==> src/rtl/chacha20_cfg_sequencer.sv <==
// Loads key, nonce and block counter into the chacha20 core as six single-beat AXI writes.
// It then keeps the core running and reports key exhaustion, bus errors and handshake timeouts.
module chacha20_cfg_sequencer #(
    parameter int AXI_IDWIDTH = 4,
    parameter int CFG_ID      = 0,
    parameter int TIMEOUT     = 255
) (
    input  logic                   aclk,
    input  logic                   areset,
    input  logic                   cfg_valid,
    output logic                   cfg_ready,
    input  logic [255:0]           cfg_key,
    input  logic [95:0]            cfg_nonce,
    input  logic [31:0]            cfg_counter,
    output logic                   m_axi_awvalid,
    input  logic                   m_axi_awready,
    output logic [63:0]            m_axi_awaddr,
    output logic [7:0]             m_axi_awlen,
    output logic [AXI_IDWIDTH-1:0] m_axi_awid,
    output logic                   m_axi_wvalid,
    input  logic                   m_axi_wready,
    output logic                   m_axi_wlast,
    output logic [63:0]            m_axi_wdata,
    input  logic                   m_axi_bvalid,
    output logic                   m_axi_bready,
    input  logic [AXI_IDWIDTH-1:0] m_axi_bid,
    input  logic [1:0]             m_axi_bresp,
    output logic                   init_data_finish,
    input  logic                   outdate_key,
    output logic                   key_stale,
    output logic                   cfg_err,
    output logic [1:0]             err_code
);
    typedef enum logic [2:0] {IDLE, AW, W, B, RUN, ERR} state_t;

    localparam logic [7:0]             TIMER_MAX = 8'(TIMEOUT);
    localparam logic [AXI_IDWIDTH-1:0] ID        = AXI_IDWIDTH'(CFG_ID);

    state_t       state, state_next;
    logic [255:0] key_r;
    logic [95:0]  nonce_r;
    logic [31:0]  counter_r;
    logic [2:0]   beat;
    logic [7:0]   timer;
    logic         ready_state, busy, accept, handshake, timed_out;
    logic         beat_ok, last_ok, err_hit;
    logic [1:0]   err_next;
    logic [63:0]  beat_data;

    always_comb begin
        ready_state = (state == IDLE) || (state == RUN) || (state == ERR);
        busy        = (state == AW) || (state == W) || (state == B);
        accept      = ready_state && cfg_valid;
        handshake   = 1'b0;
        case (state)
            AW:      handshake = m_axi_awready;
            W:       handshake = m_axi_wready;
            B:       handshake = m_axi_bvalid;
            default: handshake = 1'b0;
        endcase
        // A handshake arriving in the same cycle the timer expires takes priority.
        timed_out  = busy && !handshake && (timer == TIMER_MAX);
        state_next = state;
        err_hit    = 1'b0;
        err_next   = 2'd0;
        beat_ok    = 1'b0;
        last_ok    = 1'b0;
        if (accept) begin
            state_next = AW;
        end else begin
            case (state)
                AW: begin
                    if (handshake) begin
                        state_next = W;
                    end else if (timed_out) begin
                        state_next = ERR;
                        err_hit    = 1'b1;
                        err_next   = 2'd3;
                    end
                end
                W: begin
                    if (handshake) begin
                        state_next = B;
                    end else if (timed_out) begin
                        state_next = ERR;
                        err_hit    = 1'b1;
                        err_next   = 2'd3;
                    end
                end
                B: begin
                    if (handshake) begin
                        if (m_axi_bresp != 2'b00) begin
                            state_next = ERR;
                            err_hit    = 1'b1;
                            err_next   = 2'd1;
                        end else if (m_axi_bid != ID) begin
                            state_next = ERR;
                            err_hit    = 1'b1;
                            err_next   = 2'd2;
                        end else if (beat == 3'd5) begin
                            state_next = RUN;
                            last_ok    = 1'b1;
                        end else begin
                            state_next = AW;
                            beat_ok    = 1'b1;
                        end
                    end else if (timed_out) begin
                        state_next = ERR;
                        err_hit    = 1'b1;
                        err_next   = 2'd3;
                    end
                end
                RUN: begin
                    if (outdate_key) begin
                        state_next = IDLE;
                    end
                end
                default: state_next = state;
            endcase
        end
    end

    // Beats 0-3 carry the key low word first, then counter/nonce packed into two words.
    always_comb begin
        case (beat)
            3'd4:    beat_data = {nonce_r[31:0], counter_r};
            3'd5:    beat_data = {nonce_r[95:64], nonce_r[63:32]};
            default: beat_data = key_r[{beat[1:0], 6'd0} +: 64];
        endcase
    end

    always_ff @(posedge aclk) begin
        if (areset) begin
            state            <= IDLE;
            key_r            <= '0;
            nonce_r          <= '0;
            counter_r        <= '0;
            beat             <= '0;
            timer            <= '0;
            init_data_finish <= 1'b0;
            key_stale        <= 1'b0;
            cfg_err          <= 1'b0;
            err_code         <= 2'd0;
        end else begin
            state <= state_next;
            if (accept) begin
                key_r            <= cfg_key;
                nonce_r          <= cfg_nonce;
                counter_r        <= cfg_counter;
                beat             <= '0;
                timer            <= '0;
                init_data_finish <= 1'b0;
                key_stale        <= 1'b0;
                cfg_err          <= 1'b0;
                err_code         <= 2'd0;
            end else begin
                if (busy) begin
                    timer <= (handshake || err_hit) ? 8'd0 : timer + 8'd1;
                end
                if (beat_ok) begin
                    beat <= beat + 3'd1;
                end
                if (last_ok) begin
                    init_data_finish <= 1'b1;
                end
                if (err_hit) begin
                    cfg_err  <= 1'b1;
                    err_code <= err_next;
                end
                if ((state == RUN) && outdate_key) begin
                    init_data_finish <= 1'b0;
                    key_stale        <= 1'b1;
                end
            end
        end
    end

    // Bus outputs decode straight from the registered state so a reset silences them at once.
    assign cfg_ready     = ready_state && !areset;
    assign m_axi_awvalid = (state == AW);
    assign m_axi_awaddr  = (state == AW) ? {57'd0, beat, 4'd0} : 64'd0;
    assign m_axi_awlen   = 8'd0;
    assign m_axi_awid    = ID;
    assign m_axi_wvalid  = (state == W);
    assign m_axi_wlast   = (state == W);
    assign m_axi_wdata   = (state == W) ? beat_data : 64'd0;
    assign m_axi_bready  = (state == B);

endmodule

==> config.mk <==
export PLATFORM = sky130hd
export DESIGN_NAME = chacha20_cfg_sequencer
export DESIGN_NICKNAME = d
export VERILOG_FILES = /design/src/rtl/chacha20_cfg_sequencer.sv
export SDC_FILE = /design/constraint.sdc
export NUM_CORES = 1
export LEC_CHECK = 0
export BUFFER_PORTS_ARGS = -buffer_cell sky130_fd_sc_hd__buf_2
export CAP_MARGIN = 20
export CORE_MARGIN = 5
export CORE_UTILIZATION = 40
export CTS_CLUSTER_DIAMETER = 50
export DETAILED_ROUTE_END_ITERATION = 8
export PLACE_DENSITY_LB_ADDON = 0.3
export RECOVER_POWER = 25
export REMOVE_ABC_BUFFERS = 1
export SKIP_CTS_REPAIR_TIMING = 1
export SLEW_MARGIN = 20
export SYNTH_ARGS = -nofsm -noshare
export SYNTH_HDL_FRONTEND = slang
export SYNTH_SLANG_ARGS = --single-unit
export TNS_END_PERCENT = 5
==> constraint.sdc <==
create_clock -name aclk -period 3.25 [get_ports aclk]
set_input_delay 0.65 -clock aclk [delete_from_list [all_inputs] [get_ports aclk]]
set_output_delay 0.65 -clock aclk [all_outputs]
set_load 0.05 [all_outputs]
==> results summary <==
The flow ran to the end, and the final reports show no timing, DRC or antenna violations. The arrival time reported for the critical path endpoint is 2.46 ns. The maximum count of clock buffers along a single path is 3. After detailed routing, the total wire length is 54900 um. The via count of the routed design came out at ~16000. The tool flagged a number of max-cap violations equal to 0. The top cell type by area accounts for 46.4% of the synthesized area. Setup slack closes at approximately 0.14 ns. At the worst endpoint, the required time is 2.60 ns. The area of placed instances came out at 19800 um2. The clock network burns 37.8% of the power. The worst setup path is launched from a flop. The proportion of layout cells with a drive suffix above 1 is about a quarter. By area the synthesized netlist is led by dfxtp_1, nand2_1, a21oi_1.

The later-pin clock latency in the skew report is 0.57 ns. TritonCTS built the clock tree. The via count of the first global-routing pass came out at 15900. The final global-route overflow total came out at 0.

The TritonCTS sink count came out at 403. After clock tree synthesis, the clock-pin slew on the worst setup and hold paths is 0.06 ns. The tree is rooted in a clkbuf_16. After the last flow step, the layout net total stands at 2945. Dividing the final minimum period by the clock period gives 95.8%. Relative to the synthesized area, the layout overhead comes to 23.2%. The die outline height came out at 219 um. The total leakage power is 8.59 nW. Input and output buffers added on the ports amount to 473. The share of total power dissipated in combinational logic is 20.8%. The area enclosed by the die boundary is between 40000 and 50000 um2. The count of endpoints failing hold in the final timing report came out at 0. The initial core utilization came out at between 40 and 50%. The setup TNS after final layout came out at 0 ns.

The cell area after synthesis is 17400 um2. Once detail routing completed, the nets flagged for antenna violations numbered 0. The cell taking the most area after synthesis is dfxtp_1. The mean cell area of the mapped netlist came out at 8.01 um2. After filler insertion, the fill cell instance count of the layout stands at 4212. The top achievable clock speed is between 300 and 400 MHz. The number of DRC markers in iteration 0 is 1178. The maximum VDD drop is 0.434 mV.

The maximum clock skew at final layout is 0.0191 ns. The initialized floorplan defines 76 standard-cell rows. In the final routed layout, each cell accounts on average for ~17 um. The first detailed-routing pass ran for 5 iterations.

The combined flip-flop and latch cell area came out at 8080 um2. The count of state elements after synthesis came out at 403. The average via count per standard cell is 5.12.

The worst setup slack after placement came out at ~0.63 ns. The relative contribution of sequential cells to total power came out at roughly 41%. The final setup violation count came out at 0.

Entering global routing, the biggest net connects 180 pins. Setup repair after global routing could not meet its margin everywhere. Measured against its own limit, the worst slew margin works out to less than 1%. The internal power consumption came out at just under 10 mW. The number of distinct library cells after synthesis came out at 45. The endpoint class of the critical path is an output pin. The finished cells cover 21400 um2. The die is 219 um wide. During synthesis, Yosys emitted a total of 0 warnings. Among all flip-flop cells after synthesis, the most frequent one is dfxtp_1. The region available for standard cell placement spans 43100 um2. The post-route DRC violation count is 0. The number of antenna violations at the first check in global routing is 28.

The post-synthesis async set-or-reset flop share is 0%. The slew at the pin with the worst max-slew slack is 1.50 ns. The congestion estimate from routability-driven global placement came to 0.863. The boundary pin count is 547.

The time the worst path needs with I/O delays and setup is 3.11 ns. In the final layout, the multi-input gates occupy 8240 um2. Summed over all nets, the switching power comes to 4.52 mW.

CTS built an H-tree with a depth of 2. The power density over cell area came out at 670 nW/um2. The first global-routing pass estimated 83800 um of wire. The completed layout was analyzed and its total power is 14.4 mW. Of the total power, the share spent switching nets is between 30% and 40%.

The placed wire-length estimate after detailed placement is 37700 um. The number of buffers created by CTS is 47. The number of enable flip-flop cells after synthesis came out at 0. The post-synthesis instance total came out at about 2200.

In this run the worst hold path is classified as in -> reg. The overall fraction of global-route tracks in use is 21.8%. The critical path is of the reg -> out type. The final number of max-transition violations is 0.

The final design utilization is between 40 and 50%. The peak fanout along the critical path came out at 33. The fraction of the yosys area taken by sequential cells is a little under half.
## power by group through the flow
stage          logic [mW]  clock network (mW)  registers [mW]
3_3_place_gp         2.97                   0            6.02
3_5_place_dp         3.03                   0            6.05
4_1_cts              3.03                5.54            5.94
5_1_grt              3.34                5.73            6.02
2_1_floorplan        2.17                   0            5.86
6_report             2.99                5.42            5.95
## flip-flops by register name, indices dropped and copies added, names as in the netlist
signal            count
beat                  3
cfg_err               1
counter_r            32
err_code              2
init_data_finish      1
key_r               256
key_stale             1
nonce_r              96
state                 3
timer                 8
## kinds of logic (layout without fill, tap and decap cells)
logic type | count (synthesis) | after routing | share of synthesized area, %
compound gates | 539 | 539 | 16.8
buf+inv | 258 | 593 | 7.94
other cells | 1 | 86 | 0.0216
simple gates | 893 | 893 | 19.8
flops | 403 | 403 | 46.4
fa+ha+maj | 4 | 4 | 0.288
xor+xnor | 8 | 8 | 0.403
mux | 66 | 66 | 8.40
## through the flow
stage	hold slack, ns	cells
finish	0.309	3177
global route	0.291	3175
CTS	0.270	3164
detailed placement	0.444	3080
global placement	0.439	3080
floorplan	0.427	1996
## worst paths after layout
kind / startpoint / endpoint / cells after the start / slack, ns
worst max-delay path: state[0]$_SDFFE_PP0P_ / m_axi_wdata[42] / 5 / 0.14
worst min-delay path: cfg_key[179] / key_r[179]$_SDFFE_PP0P_ / 3 / 0.31
worst max register to register: state[1]$_SDFFE_PP0P_ / nonce_r[73]$_SDFFE_PP0P_ / 6 / 0.28
worst min register to register: key_r[251]$_SDFFE_PP0P_ / key_r[251]$_SDFFE_PP0P_ / 2 / 0.45
## final cells by class
type / count / area share, %
clock buffer: 67 / 6.73
tap: 585 / 3.41
timing repair buffer: 499 / 12.5
inverter: 10 / 0.175
sequential: 403 / 37.7
multi-input combinational: 1583 / 38.4
clock inverter: 17 / 0.881
antenna: 13 / 0.152
## cell usage after synthesis, types with 3 or more instances
cell	number
a21oi_1	455
a22oi_1	65
a31oi_1	5
and3_1	3
buf_2	90
buf_4	74
buf_6	3
clkbuf_1	80
dfxtp_1	403
ha_1	4
inv_1	10
mux4_2	64
nand2_1	841
nand3_1	7
nor2_1	17
nor3_1	7
nor4_1	3
o21ai_0	5
xnor2_1	7
## cells in the final DEF, fill, tap and decap left out, types with 3 or more instances in the layout
cell / n
nand2_1: 841
buf_2: 465
a21oi_1: 456
dfxtp_1: 400
conb_1: 73
a22oi_1: 65
mux4_2: 64
clkbuf_16: 48
clkbuf_8: 17
nor2_1: 16
diode_2: 13
clkbuf_1: 10
buf_4: 10
buf_12: 10
inv_1: 9
nor3_1: 7
xnor2_1: 7
a31oi_1: 5
nand3_1: 5
o21ai_0: 5
inv_6: 5
ha_1: 4
and3_1: 3
nor4_1: 3
clkinv_2: 3
clkinvlp_4: 3
## layer usage
layer	track usage (%)	wire length (um)	vias up
met5	0	172	-
met4	8.50	1780	28
met3	5.64	4640	134
met2	36.0	26200	624
met1	27.4	22200	7599
li1	-	-	7885
## critical path, cell delays in order, from the launching register on
cell,delay (ns)
dfxtp_2,0.39
inv_1,0.15
nand3_4,0.45
buf_12,0.40
a21oi_1,0.19
buf_2,0.30
Note: power is estimated with default switching activity, not from simulation.
